[src/rtl/fetch_unit.sv]
// Instruction fetch unit: drives the instruction-memory address, buffers fetched
// words in a small circular queue, and handles redirects and misaligned targets.
module fetch_unit #(
  parameter logic [31:0] RESET_PC = 32'h0000_0000,
  parameter int unsigned QDEPTH   = 2
) (
  input  logic        clk,
  input  logic        reset,
  output logic [31:0] imem_addr,
  output logic        imem_req,
  input  logic [31:0] imem_rdata,
  input  logic        imem_ready,
  input  logic        redirect_valid,
  input  logic [31:0] redirect_pc,
  output logic        inst_valid,
  output logic [31:0] inst_out,
  output logic [31:0] inst_pc,
  input  logic        inst_ready,
  output logic        misaligned_err
);

  localparam int unsigned PW = (QDEPTH > 1) ? $clog2(QDEPTH) : 1;
  localparam int unsigned CW = PW + 1;

  typedef enum logic {FETCH, ERROR} state_t;

  state_t         state;
  logic [31:0]    fetch_pc;
  logic [PW-1:0]  rd_ptr;
  logic [PW-1:0]  wr_ptr;
  logic [CW-1:0]  count;
  logic [31:0]    pc_mem   [QDEPTH];
  logic [31:0]    data_mem [QDEPTH];
  logic           full;
  logic           push;
  logic           pop;

  assign full       = (count == CW'(QDEPTH));
  assign imem_addr  = fetch_pc;
  // Gated by reset so the request is low while reset is held, not just after it.
  assign imem_req   = !reset && (state == FETCH) && !full && !redirect_valid;
  assign push       = imem_req && imem_ready;
  assign inst_valid = (count != '0);
  assign pop        = inst_valid && inst_ready;
  assign inst_out   = inst_valid ? data_mem[rd_ptr] : '0;
  assign inst_pc    = inst_valid ? pc_mem[rd_ptr]   : '0;

  always_ff @(posedge clk or posedge reset) begin
    if (reset) begin
      state          <= FETCH;
      fetch_pc       <= RESET_PC;
      rd_ptr         <= '0;
      wr_ptr         <= '0;
      count          <= '0;
      misaligned_err <= 1'b0;
    end else if (redirect_valid) begin
      fetch_pc <= redirect_pc;
      rd_ptr   <= '0;
      wr_ptr   <= '0;
      count    <= '0;
      if (redirect_pc[1:0] != 2'b00) begin
        state          <= ERROR;
        misaligned_err <= 1'b1;
      end else begin
        state          <= FETCH;
        misaligned_err <= 1'b0;
      end
    end else begin
      if (push) begin
        wr_ptr   <= wr_ptr + 1'b1;
        fetch_pc <= fetch_pc + 32'd4;
      end
      if (pop)
        rd_ptr <= rd_ptr + 1'b1;
      case ({push, pop})
        2'b10:   count <= count + 1'b1;
        2'b01:   count <= count - 1'b1;
        default: count <= count;
      endcase
    end
  end

  always_ff @(posedge clk) begin
    if (push) begin
      pc_mem[wr_ptr]   <= fetch_pc;
      data_mem[wr_ptr] <= imem_rdata;
    end
  end

endmodule
[config.mk]
export PLATFORM = sky130hd
export DESIGN_NAME = fetch_unit
export DESIGN_NICKNAME = d
export VERILOG_FILES = /design/src/rtl/fetch_unit.sv
export SDC_FILE = /design/constraint.sdc
export NUM_CORES = 1
export LEC_CHECK = 0
export ABC_AREA = 0
export CORE_AREA = 2 2 121 123
export DETAILED_ROUTE_END_ITERATION = 10
export DIE_AREA = 0 0 123 125
export PLACE_DENSITY = 0.79
export RECOVER_POWER = 50
export SYNTH_ARGS = -nofsm -noshare
export SYNTH_HDL_FRONTEND = slang
export SYNTH_SLANG_ARGS = --single-unit
export TNS_END_PERCENT = 10
[constraint.sdc]
create_clock -name clk -period 4.93 [get_ports clk]
set_input_delay 0.493 -clock clk [delete_from_list [all_inputs] [get_ports clk]]
set_output_delay 0.493 -clock clk [all_outputs]
set_load 0.01 [all_outputs]
==> results.txt <==
Maximum vdd drop -> 270.6 µV
GRT Util Overall -> 19.84%
Relative slew slack -> -70.88%
Final Util -> 65.79%
Setup bufs post-CTS -> 0
Depth of the most critical reg-to-reg path -> 4
Post-DP HPWL -> 9797 µm
Vias in the first global route -> 4461
Number of hold buffers added after CTS -> 0
Die W -> 123 µm
Worst hold endpoint -> pc_mem[1][1]
Synth Instances -> 495
CP required -> 4440 ps
CTS tree -> done
Worst reg2reg endpoint -> pc_mem[0][2]
Part of the Yosys area used for sequential elements -> 69.20%
Antenna Nets Post-Route -> 0
Power Dens Cells -> 341.3 nW/µm²
Initial Util -> 48.53%
Setup TNS -> 0 ps
CP max FO -> 64
CTS buffer count -> 17
Worst Setup Start Kind -> input pin
Area added between synthesis and finish -> 35.56%
Failing checks -> capacitance limit, slew limit
Initial antenna violation count -> 0
Period minus WS final -> 3823 ps
Post-Route Skew -> 17.15 ps
Switch share -> 23.04%
Synth warnings -> 0
Unrepaired setup endpoints after global routing -> no
Filler Cell Count -> 1054
Post-layout nets -> 732
Clk slew on worst S/H paths -> 70 ps
Asr flop ratio synth -> 22.42%
Clock Latency Late Sink -> 420 ps
HP Class -> reg2reg
Pre-antenna DRT Iters -> 6
Least-Margin Pin Slew -> 2563 ps
Post-synth EDFFs -> 128
Post-route clock period utilization -> 77.55%
Remaining DRCs -> 0
# diodes -> 0
Leak -> 0.003204 µW
Max-cap violations -> 1
Final setup viols -> 0
Post-Route WL -> 15120 µm
Setup CP Type -> in2out
Syn Area/Cell -> 13.92 µm²
Post-synthesis register bit count -> 165
Core Region -> 14200 µm²
Sink Count -> 165
Hold Violations, Final -> 0
Upper clock frequency limit -> 0.2616 GHz
First-pass GRT wire length -> 23180 µm
WL/cell -> 17.60 µm
# IOs -> 168
Die Area -> 15380 µm²
Yosys cell types -> 45
Outcome -> complete, but fails checks
Hold depth -> 0
Syn nets -> 565
PortBufs -> 167
Crit path arrival time -> 3330 ps
FF-to-FF Start -> state
Int Pwr -> 2454 µW
Final Wtd Congestion -> 0.7574
Htree depth -> 4
Min-delay src -> imem_addr[1]
Largest net degree at the start of global routing -> 66
Post-cts sizing count -> 0
Global route overflow -> 0
Leading register cell type out of synthesis -> edfxtp_1
Critical Path End Type -> primary output
Die H -> 125 µm
Via/cell ratio -> 5.303
Fraction of layout cells with a size suffix above 1 -> 8.148%
Sw power -> 734.8 µW
Max Slew Vio Count -> 65
Gate power share -> 8.5%
Reg2reg setup slack -> 2180 ps
Vias -> 4555
Row count -> 44
Clock group share of total power -> 41.2%
Reg power frac -> 50.3%
Clock Tree Root -> clkbuf_16
Syn Std Cell Area -> 6893 µm²
Detailed Route Iter0 Violations -> 278
Clock tree buffer depth -> 2
critical path, cell delays in order:
cell and delay [ps]:
buf_2 70, clkbuf_1 1810, nor2_1 170, and3_1 300, clkdlybuf4s50_1 480
routing by layer:
layer | global-route usage [%] | routed length (µm) | vias to the layer above | part of all wire (%)
met5 | 0 | 0 | - | 0
met4 | 5.682 | 155 | 0 | 1.0
met3 | 4.334 | 935 | 12 | 6.2
met2 | 32.95 | 7614 | 154 | 50
met1 | 26.36 | 6412 | 2227 | 42
li1 | - | - | 2162 | -
Yosys cell counts (2+ instances only):
| library cell | instances | area, µm² |
|---|---|---|
| a21oi_1 | 3 | 15.01 |
| a221o_1 | 5 | 50.05 |
| and2_1 | 4 | 25.02 |
| and3_1 | 9 | 56.30 |
| buf_1 | 7 | 26.28 |
| buf_2 | 4 | 20.02 |
| clkbuf_1 | 13 | 48.80 |
| dfrtp_1 | 37 | 925.9 |
| edfxtp_1 | 128 | 3844 |
| inv_1 | 3 | 11.26 |
| mux2_2 | 5 | 56.30 |
| mux2i_1 | 66 | 660.6 |
| nand2_1 | 31 | 116.4 |
| nand3_1 | 8 | 40.04 |
| nand3b_1 | 2 | 15.01 |
| nand4_1 | 17 | 106.4 |
| nand4_2 | 2 | 25.02 |
| nor2_1 | 79 | 296.5 |
| nor2b_1 | 8 | 50.05 |
| nor3_1 | 3 | 15.01 |
| nor3b_1 | 2 | 15.01 |
| o211ai_1 | 2 | 15.01 |
| o21ai_0 | 11 | 55.05 |
| o21ai_1 | 7 | 35.03 |
| o311ai_1 | 2 | 17.52 |
| xnor2_1 | 5 | 43.79 |
| xor2_1 | 14 | 122.6 |
kinds of logic after synthesis:
group / count (synthesis) / synth area share (%)
simple gates: 175 / 12.78
flops: 165 / 69.20
mux: 71 / 10.40
compound gates: 36 / 3.431
buf+inv: 28 / 1.597
xor+xnor: 19 / 2.414
fa+ha+maj: 1 / 0.1815
layout make-up:
cell class / instances / area [µm²] / area share, %
clock buffer: 17 / 425.4 / 4.553
clock inverter: 15 / 172.7 / 1.848
inverter: 4 / 15.01 / 0.1607
multi-input combinational: 302 / 2031 / 21.73
sequential: 165 / 4773 / 51.08
tap: 184 / 230.2 / 2.464
timing repair buffer: 172 / 1697 / 18.16
layout by cell type (no fill, tap or decap), types with 8 or more instances in the layout:
master,count
clkbuf_16,17
o21ai_0,14
nand4_1,17
nor2_1,77
and3_1,9
dlygate4sd3_1,66
dfrtp_1,36
mux2i_1,66
nor2b_1,8
xor2_1,14
edfxtp_1,128
nand2_1,31
nand3_1,8
clkdlybuf4s50_1,100
worst max path at each step:
stage,from,endpoint,cells past startpoint
4_1_cts,reset,imem_req,5
6_report,redirect_valid,imem_req,5
3_3_place_gp,reset,pc_mem[0][5],5
5_1_grt,reset,imem_req,5
3_5_place_dp,reset,pc_mem[0][4],5
2_1_floorplan,reset,data_mem[0][0],3
through the flow:
step | total power [µW] | hold WS (ps) | setup WS (ps) | cell area, µm² | cells
global route | 3289 | 543.3 | 818.0 | 9344 | 859
detailed placement | 1920 | 519.3 | 1367 | 8753 | 827
CTS | 3223 | 532.2 | 1579 | 9351 | 859
floorplan | 1732 | 484.3 | 981.3 | 6895 | 495
global placement | 1911 | 505.6 | 1516 | 8753 | 827
finish | 3189 | 519.6 | 1107 | 9344 | 859
power by group through the flow:
stage / registers (µW) / clock network, µW / logic, µW
final: 1600 / 1310 / 272
after global routing: 1610 / 1390 / 294
after CTS: 1600 / 1330 / 289
after detailed placement: 1630 / 0 / 287
after global placement: 1630 / 0 / 281
after floorplan: 1620 / 0 / 113
sequential cells by signal (all words and copies together) (netlist names):
signal	flops
imem_addr	32
wr_ptr	1
rd_ptr	1
data_mem	64
count	2
state	1
pc_mem	64
No activity file was read; power rests on OpenSTA's default activity.
